**src/rtl/umi_crossbar_nxn.sv**
```systemverilog
// Non-blocking NxN UMI crossbar: per-output fixed-priority or round-robin arbiter with
// stall lock, combinational payload mux, and ready steering back to the granted input.
module umi_crossbar_nxn #(
   parameter int N  = 2,
   parameter int CW = 32,
   parameter int AW = 64,
   parameter int DW = 256
) (
   input  logic              clk,
   input  logic              nreset,
   input  logic [1:0]        mode,
   input  logic [N*N-1:0]    mask,
   input  logic [N*N-1:0]    umi_in_request,
   output logic [N-1:0]      umi_in_ready,
   input  logic [N*CW-1:0]   umi_in_cmd,
   input  logic [N*AW-1:0]   umi_in_dstaddr,
   input  logic [N*AW-1:0]   umi_in_srcaddr,
   input  logic [N*DW-1:0]   umi_in_data,
   output logic [N-1:0]      umi_out_valid,
   input  logic [N-1:0]      umi_out_ready,
   output logic [N*CW-1:0]   umi_out_cmd,
   output logic [N*AW-1:0]   umi_out_dstaddr,
   output logic [N*AW-1:0]   umi_out_srcaddr,
   output logic [N*DW-1:0]   umi_out_data
);

   localparam int IW = (N > 1) ? $clog2(N) : 1;

   logic [N-1:0][N-1:0] req_col;   // req_col[j][i]: effective request of input i for output j
   logic [N-1:0][N-1:0] gnt;       // gnt[j][i]: one-hot grant per output
   logic [N-1:0][IW-1:0] win_idx;
   logic                 rr_en;

   logic [N-1:0]         lock_q, lock_d;
   logic [N-1:0][IW-1:0] lock_idx_q, lock_idx_d;
   logic [N-1:0][IW-1:0] ptr_q, ptr_d;

   assign rr_en = mode[0] ^ mode[1];

   always_comb begin
      req_col = '0;
      for (int j = 0; j < N; j++) begin
         for (int i = 0; i < N; i++) begin
            req_col[j][i] = umi_in_request[j*N+i] & ~mask[j*N+i];
         end
      end
   end

   // A held lock wins first; otherwise scan inputs starting at the pointer (or at 0).
   always_comb begin : p_arb
      logic        found;
      logic [IW:0] tgt;
      gnt     = '0;
      win_idx = '0;
      found   = 1'b0;
      tgt     = '0;
      for (int j = 0; j < N; j++) begin
         found = 1'b0;
         if (lock_q[j] && req_col[j][lock_idx_q[j]]) begin
            gnt[j][lock_idx_q[j]] = 1'b1;
            win_idx[j]            = lock_idx_q[j];
            found                 = 1'b1;
         end
         for (int k = 0; k < N; k++) begin
            tgt = rr_en ? ({1'b0, ptr_q[j]} + (IW+1)'(k)) : (IW+1)'(k);
            if (tgt >= (IW+1)'(N)) tgt = tgt - (IW+1)'(N);
            for (int i = 0; i < N; i++) begin
               if (!found && req_col[j][i] && (tgt == (IW+1)'(i))) begin
                  gnt[j][i]  = 1'b1;
                  win_idx[j] = IW'(i);
                  found      = 1'b1;
               end
            end
         end
      end
   end

   always_comb begin
      umi_out_valid   = '0;
      umi_in_ready    = '0;
      umi_out_cmd     = '0;
      umi_out_dstaddr = '0;
      umi_out_srcaddr = '0;
      umi_out_data    = '0;
      for (int j = 0; j < N; j++) begin
         umi_out_valid[j] = |req_col[j];
         for (int i = 0; i < N; i++) begin
            umi_in_ready[i] = umi_in_ready[i] | (gnt[j][i] & umi_out_ready[j]);
            if (gnt[j][i]) begin
               umi_out_cmd[j*CW+:CW]     = umi_in_cmd[i*CW+:CW];
               umi_out_dstaddr[j*AW+:AW] = umi_in_dstaddr[i*AW+:AW];
               umi_out_srcaddr[j*AW+:AW] = umi_in_srcaddr[i*AW+:AW];
               umi_out_data[j*DW+:DW]    = umi_in_data[i*DW+:DW];
            end
         end
      end
   end

   // A stalled output locks onto its winner; a completed transfer moves the pointer past it.
   always_comb begin
      lock_d     = '0;
      lock_idx_d = '0;
      ptr_d      = ptr_q;
      for (int j = 0; j < N; j++) begin
         lock_d[j]     = umi_out_valid[j] & ~umi_out_ready[j];
         lock_idx_d[j] = win_idx[j];
         if (umi_out_valid[j] && umi_out_ready[j]) begin
            ptr_d[j] = (win_idx[j] == IW'(N - 1)) ? '0 : win_idx[j] + IW'(1);
         end
      end
   end

   always_ff @(posedge clk or negedge nreset) begin
      if (!nreset) begin
         lock_q     <= '0;
         lock_idx_q <= '0;
         ptr_q      <= '0;
      end else begin
         lock_q     <= lock_d;
         lock_idx_q <= lock_idx_d;
         ptr_q      <= ptr_d;
      end
   end

endmodule

```
**config.mk**
```make
export PLATFORM = sky130hd
export DESIGN_NAME = umi_crossbar_nxn
export DESIGN_NICKNAME = d
export VERILOG_FILES = /design/src/rtl/umi_crossbar_nxn.sv
export SDC_FILE = /design/constraint.sdc
export NUM_CORES = 1
export LEC_CHECK = 0
export CORE_AREA = 2 2 650 652
export CTS_CLUSTER_DIAMETER = 40
export DETAILED_ROUTE_END_ITERATION = 10
export DIE_AREA = 0 0 652 654
export HOLD_SLACK_MARGIN = 0.03
export PLACE_DENSITY_LB_ADDON = 0.05
export SYNTH_ARGS = -nofsm -noshare
export SYNTH_HDL_FRONTEND = slang
export SYNTH_SLANG_ARGS = --single-unit
```
**constraint.sdc**
```tcl
create_clock -name clk -period 2.1 [get_ports clk]
set_input_delay 0.21 -clock clk [delete_from_list [all_inputs] [get_ports clk]]
set_output_delay 0.21 -clock clk [all_outputs]
set_load 0.02 [all_outputs]
```
# Word-level counts from Yosys, hierarchy flattened

Index checks and enable logic that the tools add are counted.

Bits in registers: 6
Output and inout port bits: 836
Logic and storage cells: 142

Add/subtract/negate cells: 8
Magnitude comparators: 8
Equal/unequal tests: 4
Mux-type cells: 62
Bitwise logic cells: 19
Reduce and logical (&&, ||, !) cells: 36

Operators with widths:

| cell                                                                          | number |
|---|---|
| 256-bit 2-to-1 mux                                                            | 4 |
| 64-bit 2-to-1 mux                                                             | 8 |
| 32-bit 2-to-1 mux                                                             | 4 |
| 1-bit 2-to-1 mux                                                              | 36 |
| 1-bit logical AND                                                             | 22 |
| 2-bit 2-to-1 mux                                                              | 8 |
| 1-bit AND                                                                     | 10 |
| 2-bit by 1-bit == test with 1-bit output (second input constant)              | 4 |
| 1-bit zero test                                                               | 8 |
| 2-bit zero test                                                               | 4 |
| 1-bit NOT                                                                     | 6 |
| 1-bit by 1-bit adder with 2-bit output (second input constant)                | 2 |
| 1-bit by 2-bit >= comparator with 1-bit output (second input constant)        | 2 |
| 2-bit >= comparator (second input constant)                                   | 2 |
| 1-bit by 2-bit less-than comparator with 1-bit output (second input constant) | 2 |
| 2-bit OR reduction                                                            | 2 |
| 1-bit by 2-bit subtractor with 2-bit output (second input constant)           | 2 |
| 2-bit subtractor (second input constant)                                      | 2 |
| 1-bit adder (second input constant)                                           | 2 |
| 1-bit demux with 1-bit select                                                 | 2 |
| 1-bit >= comparator (second input constant)                                   | 2 |
| 1-bit bitwise OR                                                              | 2 |
| 1-bit bitwise XOR                                                             | 1 |

# Depth between registers and ports, before layout

Gate-level depths: netlist of the first run.

Depth after elaboration: 24
Gate-level depth with buffers: 7

# Least setup slack after synthesis of the first run

OpenSTA, ideal clock, no wires.

Kind: register -> output
From: register lock_q[0]
To: output port umi_out_cmd[0]
Arrival: 1420 ps
Data required time: 1890 ps
Setup slack: 470 ps
Stages on the path, launching flop included: 8
Cell sequence: dfrtp_1 nand2b_1 o21ai_2 o21ba_1 buf_4 buf_6 buf_6 a22o_1

Longest elaborated chain between the ends: 19

RTL lines:

| what                           | line | text |
|---|---|---|
| from (decl)                    | 34   | `logic [N-1:0] lock_q, lock_d;` |
| from (signal assigned)         | 119  | `lock_q <= lock_d;` |
| 1-bit logical AND (*)          | 59   | `if (lock_q[j] && req_col[j][lock_idx_q[j]]) begin` |
| 1-bit 2-to-1 mux               | 59   |  |
| 1-bit zero test                | 68   | `if (!found && req_col[j][i] && (tgt == (IW+1)'(i))) begin` |
| 1-bit logical AND (2 in a row) | 68   |  |
| 1-bit 2-to-1 mux               | 68   |  |
| 1-bit zero test                | 68   |  |
| 1-bit logical AND (2 in a row) | 68   |  |
| 1-bit 2-to-1 mux               | 68   |  |
| 1-bit zero test                | 68   |  |
| 1-bit logical AND (2 in a row) | 68   |  |
| 1-bit 2-to-1 mux               | 68   |  |
| 1-bit zero test                | 68   |  |
| 1-bit logical AND (2 in a row) | 68   |  |
| 1-bit 2-to-1 mux               | 68   |  |
| 32-bit 2-to-1 mux (*)          | 89   | `if (gnt[j][i]) begin` |
| to (decl)                      | 21   | `output logic [N*CW-1:0] umi_out_cmd,` |

Mark *: on every way between the ends. The rest lies on a longest branch, timed or not.

# Worst setup path after layout of the first run

Ends and elaborated chain as after synthesis.

==> impl_metrics.py, run 1 <==
metrics = {
    "run_status": {
        "status": "complete, but fails checks",
        "violations": "negative setup slack",
    },
    "power_and_ir_drop": {
        "p_sw_frac": 0.483,
        "p_seq_frac": 0.009,
        "p_sw_uw": 7740,
        "p_comb_frac": 0.973,
        "irDropWorstVdd_v": 0.000304,
        "pwr-share-clk": 0.019,
        "p_per_area_nw_per_um2": 334,
        "internal-power_uw": 8290,
        "leakagePower_uw": 0.0189,
    },
    "detailed_routing": {
        "drc": 0,
        "routed_via_density": 2.48,
        "routed_wl_microns": 340000,
        "drtAntennaViolNets": 0,
        "dr.pass1.iters": 5,
        "drtIter0Drc": 1060,
        "routedWlPerCell_microns": 39.3,
        "num_vias": 21500,
    },
    "worst_setup_path": {
        "start_kind": "flop",
        "cp-startpoint": "lock_q[0]",
        "cpMaxStageDelayCell": "dfrtp_1",
        "worstPathCellList": "nand2b_4, o21ai_4, buf_6, a31oi_4, buf_12, buf_16, buf_12, buf_16, a22o_4, buf_12",
        "path_common_cell": "buf_12",
        "crit_type": "reg -> out",
        "path_delay_family": "buffers and inverters",
        "reg2reg_depth": 8,
        "rr_startpoint": "lock_q[1]",
        "cp_num_cells": 10,
        "cpPeakStageDelay_ns": 0.37,
        "worstPathRequired_ns": 1.89,
        "rr_endpoint": "ptr_q[1]",
        "cp.buffers_inverters": 6,
        "critPathArrivalTime_ns": 2.31,
        "reg2reg_slack_ns": 0.35,
        "critPathCapture": "umi_out_cmd[0]",
        "critPathMaxFanout": 8,
        "end_kind": "output pin",
    },
    "global_routing": {
        "grt_pass1_vias": 21900,
        "grt_max_degree": 42,
        "track_usage": 0.148,
        "gr-total-overflow": 0,
        "grt_pass1_wl_microns": 384000,
        "antenna_found_initial": 224,
    },
    "clock_tree": {
        "clk_path_buf_depth": 2,
        "cts_buffers": 3,
        "clk_latency_ns": 0.23,
        "cts_max_level": 1,
        "cts_tree": "done",
        "clk_pin_slew_ns": 0.03,
        "numClockSinks": 6,
        "clockRootBuffer": "clkbuf_16",
        "cts_hold_buf": 0,
    },
    "floorplan": {
        "num_rows": 238,
        "dieArea_sq_um": 426000,
        "die_y_microns": 654,
        "io_pins": 1682,
        "initial_core_util": 0.0221,
        "die_w_microns": 652,
        "core-area_sq_um": 419000,
    },
    "logic_synthesis": {
        "synth.largest_area_cell": "a22o_1",
        "synth_top_area_frac": 0.788,
        "ys_seq_elements": 6,
        "synth_compound_area_frac": 0.798,
        "yosys_warnings": 0,
        "synthMuxAreaShare": 0,
        "synth_top_family_by_area": "compound AO/OA/AOI/OAI gates",
        "syn_inst": 1051,
        "synth.distinct_cells": 13,
        "synth_area_leaders": "a22o_1 (79%), buf_6 (12%), buf_4 (3.4%), buf_2 (2.5%), dfrtp_1 (1.6%)",
        "synthSimpleGateAreaFrac": 0.00567,
        "netlist_area_sq_um": 9270,
        "synthAdderAreaFrac": 0,
        "synth_area_per_cell_sq_um": 8.82,
        "synthXorXnorAreaFrac": 0.00175,
        "ys_seq_area_frac": 0.0162,
        "syn-num-nets": 1897,
    },
    "timing": {
        "relSlewSlack": 0.610,
        "setup_tns_ns": -213.99,
        "tightestPinTransition_ns": 0.583,
        "fin_crit_sh": 1.20,
        "setup_slack_ns": -0.424,
        "hold_viol": 0,
        "grt_setup_unrepaired": "yes",
        "fin_skew_ns": 0.000170,
        "finalSetupViolations": 831,
        "drv_slew": 0,
        "period_minus_slack_ns": 2.52,
        "max_freq_ghz": 0.396,
    },
    "cells_and_area": {
        "nets": 3969,
        "drive_above_1_share": 0.545,
        "final_common_cell": "clkdlybuf4s50_1",
        "final_cell_mix": "clkdlybuf4s50_1 (836), buf_12 (645), a22o_1 (522)",
        "fin_util": 0.114,
        "syn2layout_area_growth_pct": 417,
    },
    "run": {
        "drv_cap": 0,
    },
    "placement": {
        "io_buffers": 1681,
        "place_ws_ns": -1.29,
        "place.gp.congestion": 0.888,
        "place_hpwl_microns": 297000,
    },
    "min_path": {
        "hp-class": "in -> async",
    },
}
[metal layers]
layer	wire length, microns	vias to the layer above	track usage	part of all wire
li1	-	8938	-	-
met2	174000	1255	0.273	0.51
met4	4750	132	0.0124	0.014
met3	35600	440	0.0703	0.10
met5	871	-	0	0.0026
met1	125000	10700	0.157	0.37
[synth_stat cells (all sizes together)]
cell / number
inv: 2
a21oi: 6
a31oi: 2
buf: 186
o21ai: 2
nand2b: 6
xnor2: 1
nand2: 4
o21ba: 2
dfrtp: 6
a22o: 834
[final cells by class]
class / count / area (sq um)
diodes: 8 / 20.0
clock buffers: 3 / 75.1
fillers: 47800 / 371000
inverters: 2 / 7.51
multi-input cells: 857 / 10200
flip-flops and latches: 6 / 150
well taps: 5520 / 6910
repair buffers: 2253 / 30600
[power groups by stage]
| stage | logic (uW) | registers (uW) | clock network (uW) |
|---|---|---|---|
| after floorplan | 3520 | 132 | 0 |
| after global placement | 14200 | 135 | 0 |
| after detailed placement | 14100 | 134 | 0 |
| after CTS | 15300 | 137 | 303 |
| after global routing | 16300 | 138 | 319 |
| final | 15600 | 137 | 299 |
[logic make-up after synthesis]
kind of cell	Yosys count
AO/OA/AOI/OAI	846
flip-flops	6
buffers and inverters	188
AND/OR/NAND/NOR	10
XOR/XNOR	1
[flip-flops by register name, indices dropped and copies added, names as in the netlist]
register    flops
lock_idx_q      2
lock_q          2
ptr_q           2
[per-stage QoR]
| step | hold slack (ns) | instance area (sq um) | total power [uW] | instances |
|---|---|---|---|---|
| global route | 0.297 | 47900 | 16800 | 8643 |
| floorplan | -0.0856 | 9270 | 3650 | 1051 |
| detailed placement | 0.515 | 40900 | 14200 | 8452 |
| CTS | 0.281 | 45100 | 15700 | 8594 |
| global placement | 0.533 | 40900 | 14300 | 8452 |
| finish | 0.277 | 47900 | 16000 | 8649 |
[worst min path at each step]
stage	endpoint	cells after the start	slack, ns	from
after floorplan	lock_idx_q[0]	0	-0.09	nreset
after global placement	lock_idx_q[0]	1	0.53	nreset
after detailed placement	lock_idx_q[0]	1	0.51	nreset
after CTS	lock_q[1]	1	0.28	nreset
after global routing	lock_q[1]	1	0.30	nreset
final	lock_q[1]	1	0.28	nreset
[timing repair]
item                                    4_1_cts  5_1_grt
resized for setup                          1339      649
setup buffers                               151       85
endpoints found under the hold margin         0        0
endpoints found under the setup margin      838      834
pin swaps                                   154      151
cloned                                       41       41
(Power assumes the default switching activity.)
==> run 2: changes to the inputs <==
- CAP_MARGIN: unset -> 0
==> results of run 2 <==
The final DEF is identical to that of run 1; final timing and power are the same.
